**config.mk**
```make
export PLATFORM = sky130hd
export DESIGN_NAME = decode_imm_sequencer
export DESIGN_NICKNAME = d
export VERILOG_FILES = /design/src/rtl/decode_imm_sequencer.sv
export SDC_FILE = /design/constraint.sdc
export NUM_CORES = 1
export LEC_CHECK = 0
export BUFFER_PORTS_ARGS = -buffer_cell sky130_fd_sc_hd__buf_2
export CAP_MARGIN = 40
export CORE_MARGIN = 2
export CORE_UTILIZATION = 32
export CTS_BUF_LIST = sky130_fd_sc_hd__clkbuf_8
export DETAILED_ROUTE_END_ITERATION = 8
export GPL_TIMING_DRIVEN = 0
export HOLD_SLACK_MARGIN = 0.1
export SYNTH_ARGS = -nofsm -noshare
export SYNTH_HDL_FRONTEND = slang
export SYNTH_SLANG_ARGS = --single-unit
```
**constraint.sdc**
```tcl
create_clock -name clk -period 2.07 [get_ports clk]
set_input_delay 0.1035 -clock clk [delete_from_list [all_inputs] [get_ports clk]]
set_output_delay 0.1035 -clock clk [all_outputs]
set_load 0.05 [all_outputs]
```
**src/rtl/decode_imm_sequencer.sv**
```systemverilog
// Two-wide fetch bundle to single-uop decode stream with a shared immediate generator.
// Output stage is registered behind a valid/ready handshake; flush squashes pending work.
`timescale 1ns/1ps
module decode_imm_sequencer #(
  parameter int unsigned PC_INC = 4
) (
  input  logic        clk,
  input  logic        reset_n,
  input  logic        flush,
  input  logic        in_valid,
  output logic        in_ready,
  input  logic [31:0] in_pc,
  input  logic [31:0] in_instr0,
  input  logic [31:0] in_instr1,
  input  logic        in_slot1_valid,
  output logic        out_valid,
  input  logic        out_ready,
  output logic [31:0] out_instr,
  output logic [31:0] out_pc,
  output logic [31:0] out_imm,
  output logic        out_imm_valid,
  output logic        out_slot,
  output logic [7:0]  out_seq
);

  localparam int unsigned XLEN  = 32;
  localparam int unsigned SEQ_W = 8;

  typedef enum logic [1:0] {ST_EMPTY, ST_S0, ST_S1} state_t;

  state_t            state, state_next;
  logic [XLEN-1:0]   b_pc, b_instr0, b_instr1;
  logic              b_slot1_valid;
  logic [SEQ_W-1:0]  seq_cnt;
  logic              advance, accept, load, sel_slot;
  logic [XLEN-1:0]   sel_instr, imm;
  logic              imm_valid;

  assign advance = !out_valid || out_ready;
  assign accept  = in_valid && in_ready;

  // Next-state, slot select and fetch-side ready.
  always_comb begin
    state_next = state;
    load       = 1'b0;
    sel_slot   = 1'b0;
    in_ready   = !flush && (state == ST_EMPTY ||
                 (advance && (state == ST_S1 || (state == ST_S0 && !b_slot1_valid))));
    if (flush) begin
      state_next = ST_EMPTY;
    end else begin
      if (advance) begin
        case (state)
          ST_S0: begin
            load       = 1'b1;
            state_next = b_slot1_valid ? ST_S1 : ST_EMPTY;
          end
          ST_S1: begin
            load       = 1'b1;
            sel_slot   = 1'b1;
            state_next = ST_EMPTY;
          end
          default: state_next = ST_EMPTY;
        endcase
      end
      // A newly accepted bundle overrides the drain-to-empty transition.
      if (accept) state_next = ST_S0;
    end
  end

  // Shared immediate generator on whichever slot is being emitted.
  always_comb begin
    sel_instr = sel_slot ? b_instr1 : b_instr0;
    imm       = '0;
    imm_valid = 1'b0;
    case (sel_instr[6:0])
      7'b0010011, 7'b1100111, 7'b0000011: begin
        imm       = {{20{sel_instr[31]}}, sel_instr[31:20]};
        imm_valid = 1'b1;
      end
      7'b0110111: begin
        imm       = {sel_instr[31:12], 12'b0};
        imm_valid = 1'b1;
      end
      7'b1100011: begin
        imm       = {{20{sel_instr[31]}}, sel_instr[7], sel_instr[30:25], sel_instr[11:8], 1'b0};
        imm_valid = 1'b1;
      end
      7'b0100011: begin
        imm       = {{20{sel_instr[31]}}, sel_instr[31:25], sel_instr[11:7]};
        imm_valid = 1'b1;
      end
      default: begin
        imm       = '0;
        imm_valid = 1'b0;
      end
    endcase
  end

  // State and bundle register.
  always_ff @(posedge clk or negedge reset_n) begin
    if (!reset_n) begin
      state         <= ST_EMPTY;
      b_pc          <= '0;
      b_instr0      <= '0;
      b_instr1      <= '0;
      b_slot1_valid <= 1'b0;
    end else begin
      state <= state_next;
      if (accept) begin
        b_pc          <= in_pc;
        b_instr0      <= in_instr0;
        b_instr1      <= in_instr1;
        b_slot1_valid <= in_slot1_valid;
      end
    end
  end

  // Output stage; fields other than valid hold across flush.
  always_ff @(posedge clk or negedge reset_n) begin
    if (!reset_n) begin
      out_valid     <= 1'b0;
      out_instr     <= '0;
      out_pc        <= '0;
      out_imm       <= '0;
      out_imm_valid <= 1'b0;
      out_slot      <= 1'b0;
      out_seq       <= '0;
      seq_cnt       <= '0;
    end else if (flush) begin
      out_valid <= 1'b0;
    end else if (advance) begin
      out_valid <= load;
      if (load) begin
        out_instr     <= sel_instr;
        out_pc        <= sel_slot ? b_pc + XLEN'(PC_INC) : b_pc;
        out_imm       <= imm;
        out_imm_valid <= imm_valid;
        out_slot      <= sel_slot;
        out_seq       <= seq_cnt;
        seq_cnt       <= seq_cnt + SEQ_W'(1);
      end
    end
  end

endmodule

```
==> flow_summary.json <==
{
  "worstPathMaxFanout": 9,
  "dp_hpwl_um": 19100,
  "io_pins": 210,
  "antenna_found_initial": 0,
  "cts_tree": "done",
  "finalHoldViolCount": 0,
  "violations": "setup timing",
  "vias": 7537,
  "r2r_slack_ns": -0.14,
  "slew_viol_final": 0,
  "wl_per_cell_um": 17.9,
  "drt_pass1_iterations": 4,
  "p_sw_share_pct": 38.7,
  "antenna_cells": 0,
  "vias_per_cell": 4.75,
  "yosysUniqueCellTypes": 52,
  "clkTransAtPathRegs_ns": 0.06,
  "grt_max_degree": 114,
  "start_kind": "flip-flop",
  "max_freq_mhz": 453,
  "clockBufferDepth": 3,
  "numPortBuffers": 209,
  "critPathKind": "flip-flop to flip-flop",
  "pwr-share-clk_pct": 27.3,
  "synthTopCellsByArea": "dfrtp_1 58%, mux2_2 12%, nand2_1 5.8%",
  "combPwrFrac_pct": 33.1,
  "start_util_pct": 32.3,
  "ys_warn_count": 0,
  "htreeDepth": 2,
  "numCtsBuffers": 40,
  "yosys.area.top_type": "dfrtp_1",
  "worst_slew_pin_slew_ns": 0.816,
  "dieArea_um2": 30100,
  "hold_slack_ns": 0.190,
  "period_share_pct": 107,
  "root_buffer": "clkbuf_8",
  "rows": 62,
  "ys_seq_elements": 214,
  "skew_ns": 0.0139,
  "yosys_most_used_dff": "dfrtp_1",
  "setup_violations": 48,
  "syn_area_um2": 9190,
  "num-fill-cells": 2628,
  "synth-async-reset-ratio_pct": 100,
  "hold_path.class": "input pin to asynchronous set/reset pin",
  "p_seq_share_pct": 39.6,
  "core_area_um2": 28500,
  "cts_sinks": 214,
  "drive_gt1_share_pct": 40.9,
  "synth_top_area_share_pct": 58.3,
  "critical_path.startpoint": "state[0]",
  "rsz0062_at_grt": "yes",
  "tns_ns": -3.43,
  "p_leak_nw": 6.63,
  "cp.required_ns": 2.48,
  "r2r_start": "state[0]",
  "nNetsFinal": 1288,
  "gp_congestion": 0.809,
  "netlist_instances": 800,
  "status": "finished, violations left",
  "die_y_um": 173,
  "yosysSeqAreaShare_pct": 58.3,
  "synth-edff-count": 0,
  "drt_iter0_markers": 347,
  "setup_ws_ns": -0.135,
  "fin_area_um2": 13700,
  "internal_power_mw": 9.12,
  "ant_nets": 0,
  "wl_um": 28400,
  "area_delta_synth_final_pct": 49.0,
  "power_mw": 14.9,
  "p_per_area_nw_per_um2": 1090,
  "crit_path_end_kind": "flip-flop",
  "grt_first_pass_wirelength_um": 44500,
  "ir_drop_mv": 0.600,
  "synth.avg_cell_area_um2": 11.5,
  "grt_overflow": 0,
  "chipWidth_um": 173,
  "drv_cap": 0,
  "place_area_um2": 11000,
  "syn-num-nets": 907,
  "p_sw_mw": 5.75,
  "grt_pass1_vias": 7878,
  "utilization_pct": 48.1,
  "grt_use_total_pct": 18.9,
  "final.min_clock_period_ns": 2.21,
  "drc": 0,
  "insertion_delay_ns": 0.53,
  "slew_headroom_pct": 45.6,
  "arrival_ns": 2.61
}
synth_stat cells (3+ instances only):
| master | number |
|---|---|
| nand3_1 | 18 |
| and2_1 | 4 |
| o21ai_1 | 6 |
| inv_1 | 21 |
| ha_1 | 5 |
| nor2b_1 | 4 |
| and3_1 | 6 |
| buf_1 | 6 |
| o22ai_1 | 5 |
| nand2b_1 | 4 |
| or3_1 | 3 |
| xor2_1 | 15 |
| a21oi_1 | 4 |
| a22o_1 | 5 |
| dfrtp_1 | 214 |
| a31oi_1 | 15 |
| mux2i_1 | 17 |
| nand4_1 | 10 |
| nor3_1 | 4 |
| nand2_1 | 143 |
| xnor2_1 | 23 |
| o21ai_0 | 57 |
| buf_2 | 14 |
| mux2_2 | 94 |
| and3b_1 | 3 |
| nor2_1 | 34 |
| a221o_1 | 19 |
| clkbuf_1 | 18 |
repair_timing:
| item | CTS | global route |
|---|---|---|
| pin swaps | 18 | 27 |
| hold buffers | 101 | 0 |
| gates resized for setup | 97 | 72 |
| endpoints found under the setup margin | 211 | 198 |
| gates cloned | 2 | 1 |
| buffers inserted | 20 | 9 |
| hold endpoints to repair | 201 | 0 |
cells in the final DEF, fill, tap and decap left out, types with 9 or more instances in the layout:
cell           Yosys  layout
o21ai_0           57      39
clkbuf_8           0      51
buf_4              2      22
buf_2             14     210
xor2_1            15      15
nand3_1           18      14
nand4_1           10      10
mux2_2            94      41
a221o_1           19      19
mux2i_1           17      12
inv_1             21      28
buf_12             0       9
a31oi_1           15      14
nor2_1            34      22
mux2_4             1      54
nor2_4             0      10
xnor2_1           23      21
o21ai_1            6      21
dfrtp_1          214     212
buf_6              2      16
dlygate4sd3_1      0     101
nand2_1          143     143
clkbuf_2           0       9
power groups by stage:
stage / sequential, mW / clock [mW] / combinational, mW
2_1_floorplan: 7.68 / 0 / 1.47
3_3_place_gp: 5.90 / 0 / 4.48
3_5_place_dp: 5.93 / 0 / 4.54
4_1_cts: 5.89 / 4.16 / 4.85
5_1_grt: 6.03 / 4.38 / 5.23
6_report: 5.89 / 4.07 / 4.92
path summary, 6_finish.rpt:
| check | end | depth (start not counted) |
|---|---|---|
| min in group clk | b_pc[3] | 4 |
| setup / recovery | out_imm[12] | 10 |
| setup reg to reg | out_imm[12] | 10 |
| hold reg to reg | out_seq[6] | 2 |
| hold / removal | b_instr0[13] | 2 |
| max in group asynchronous | b_pc[5] | 3 |
through the flow:
step,cells,setup slack (ns)
floorplan,800,-0.119
global placement,1393,-3.36
detailed placement,1395,-0.833
CTS,1583,-0.112
global route,1588,-0.211
finish,1588,-0.135
sequential cells by signal (all words and copies together) (netlist names):
register	flops
out_pc	32
b_instr1	32
out_imm_valid	1
out_seq	8
b_instr0	32
seq_cnt	8
out_imm	32
b_slot1_valid	1
out_valid	1
out_instr	32
out_slot	1
state	2
b_pc	32
worst max-delay path: stages, from the launching register on:
cell and delay, ns:
dfrtp_1 0.39, inv_2 0.09, ha_4 0.15, or2b_4 0.32, o21ai_4 0.18, a22oi_2 0.11
buf_4 0.15, a31oi_4 0.19, nor3_4 0.08, buf_6 0.15, a221o_1 0.26
cell families (layout without fill, tap and decap cells):
group	count (synthesis)	in the layout	share of synthesized area [%]
xor gates and xnor gates	38	38	3.62
buffers and inverters	63	467	3.01
adders and majority gates	5	5	0.681
and+or+nand+nor	243	243	12.0
muxes	112	112	13.5
DFF	214	214	58.3
AOI/OAI and AO/OA	125	125	8.90
metal layers:
metal / global-route usage (%) / share of wire, %
met1: 25.0 / 44
met2: 30.5 / 47
met3: 4.39 / 6.4
met4: 6.64 / 2.5
met5: 0 / 0
area by class of cell:
class                           instances  area, µm²  area share, %
Inverter                               21       78.8          0.576
Clock inverter                         14       88.8          0.649
Sequential cell                       214       5360           39.1
Tap cell                              384        480           3.51
Buffer                                 37        350           2.56
Clock buffer                           51        702           5.13
Multi-Input combinational cell        523       4180           30.5
Timing Repair Buffer                  344       2460           17.9
(Power assumes the default switching activity.)
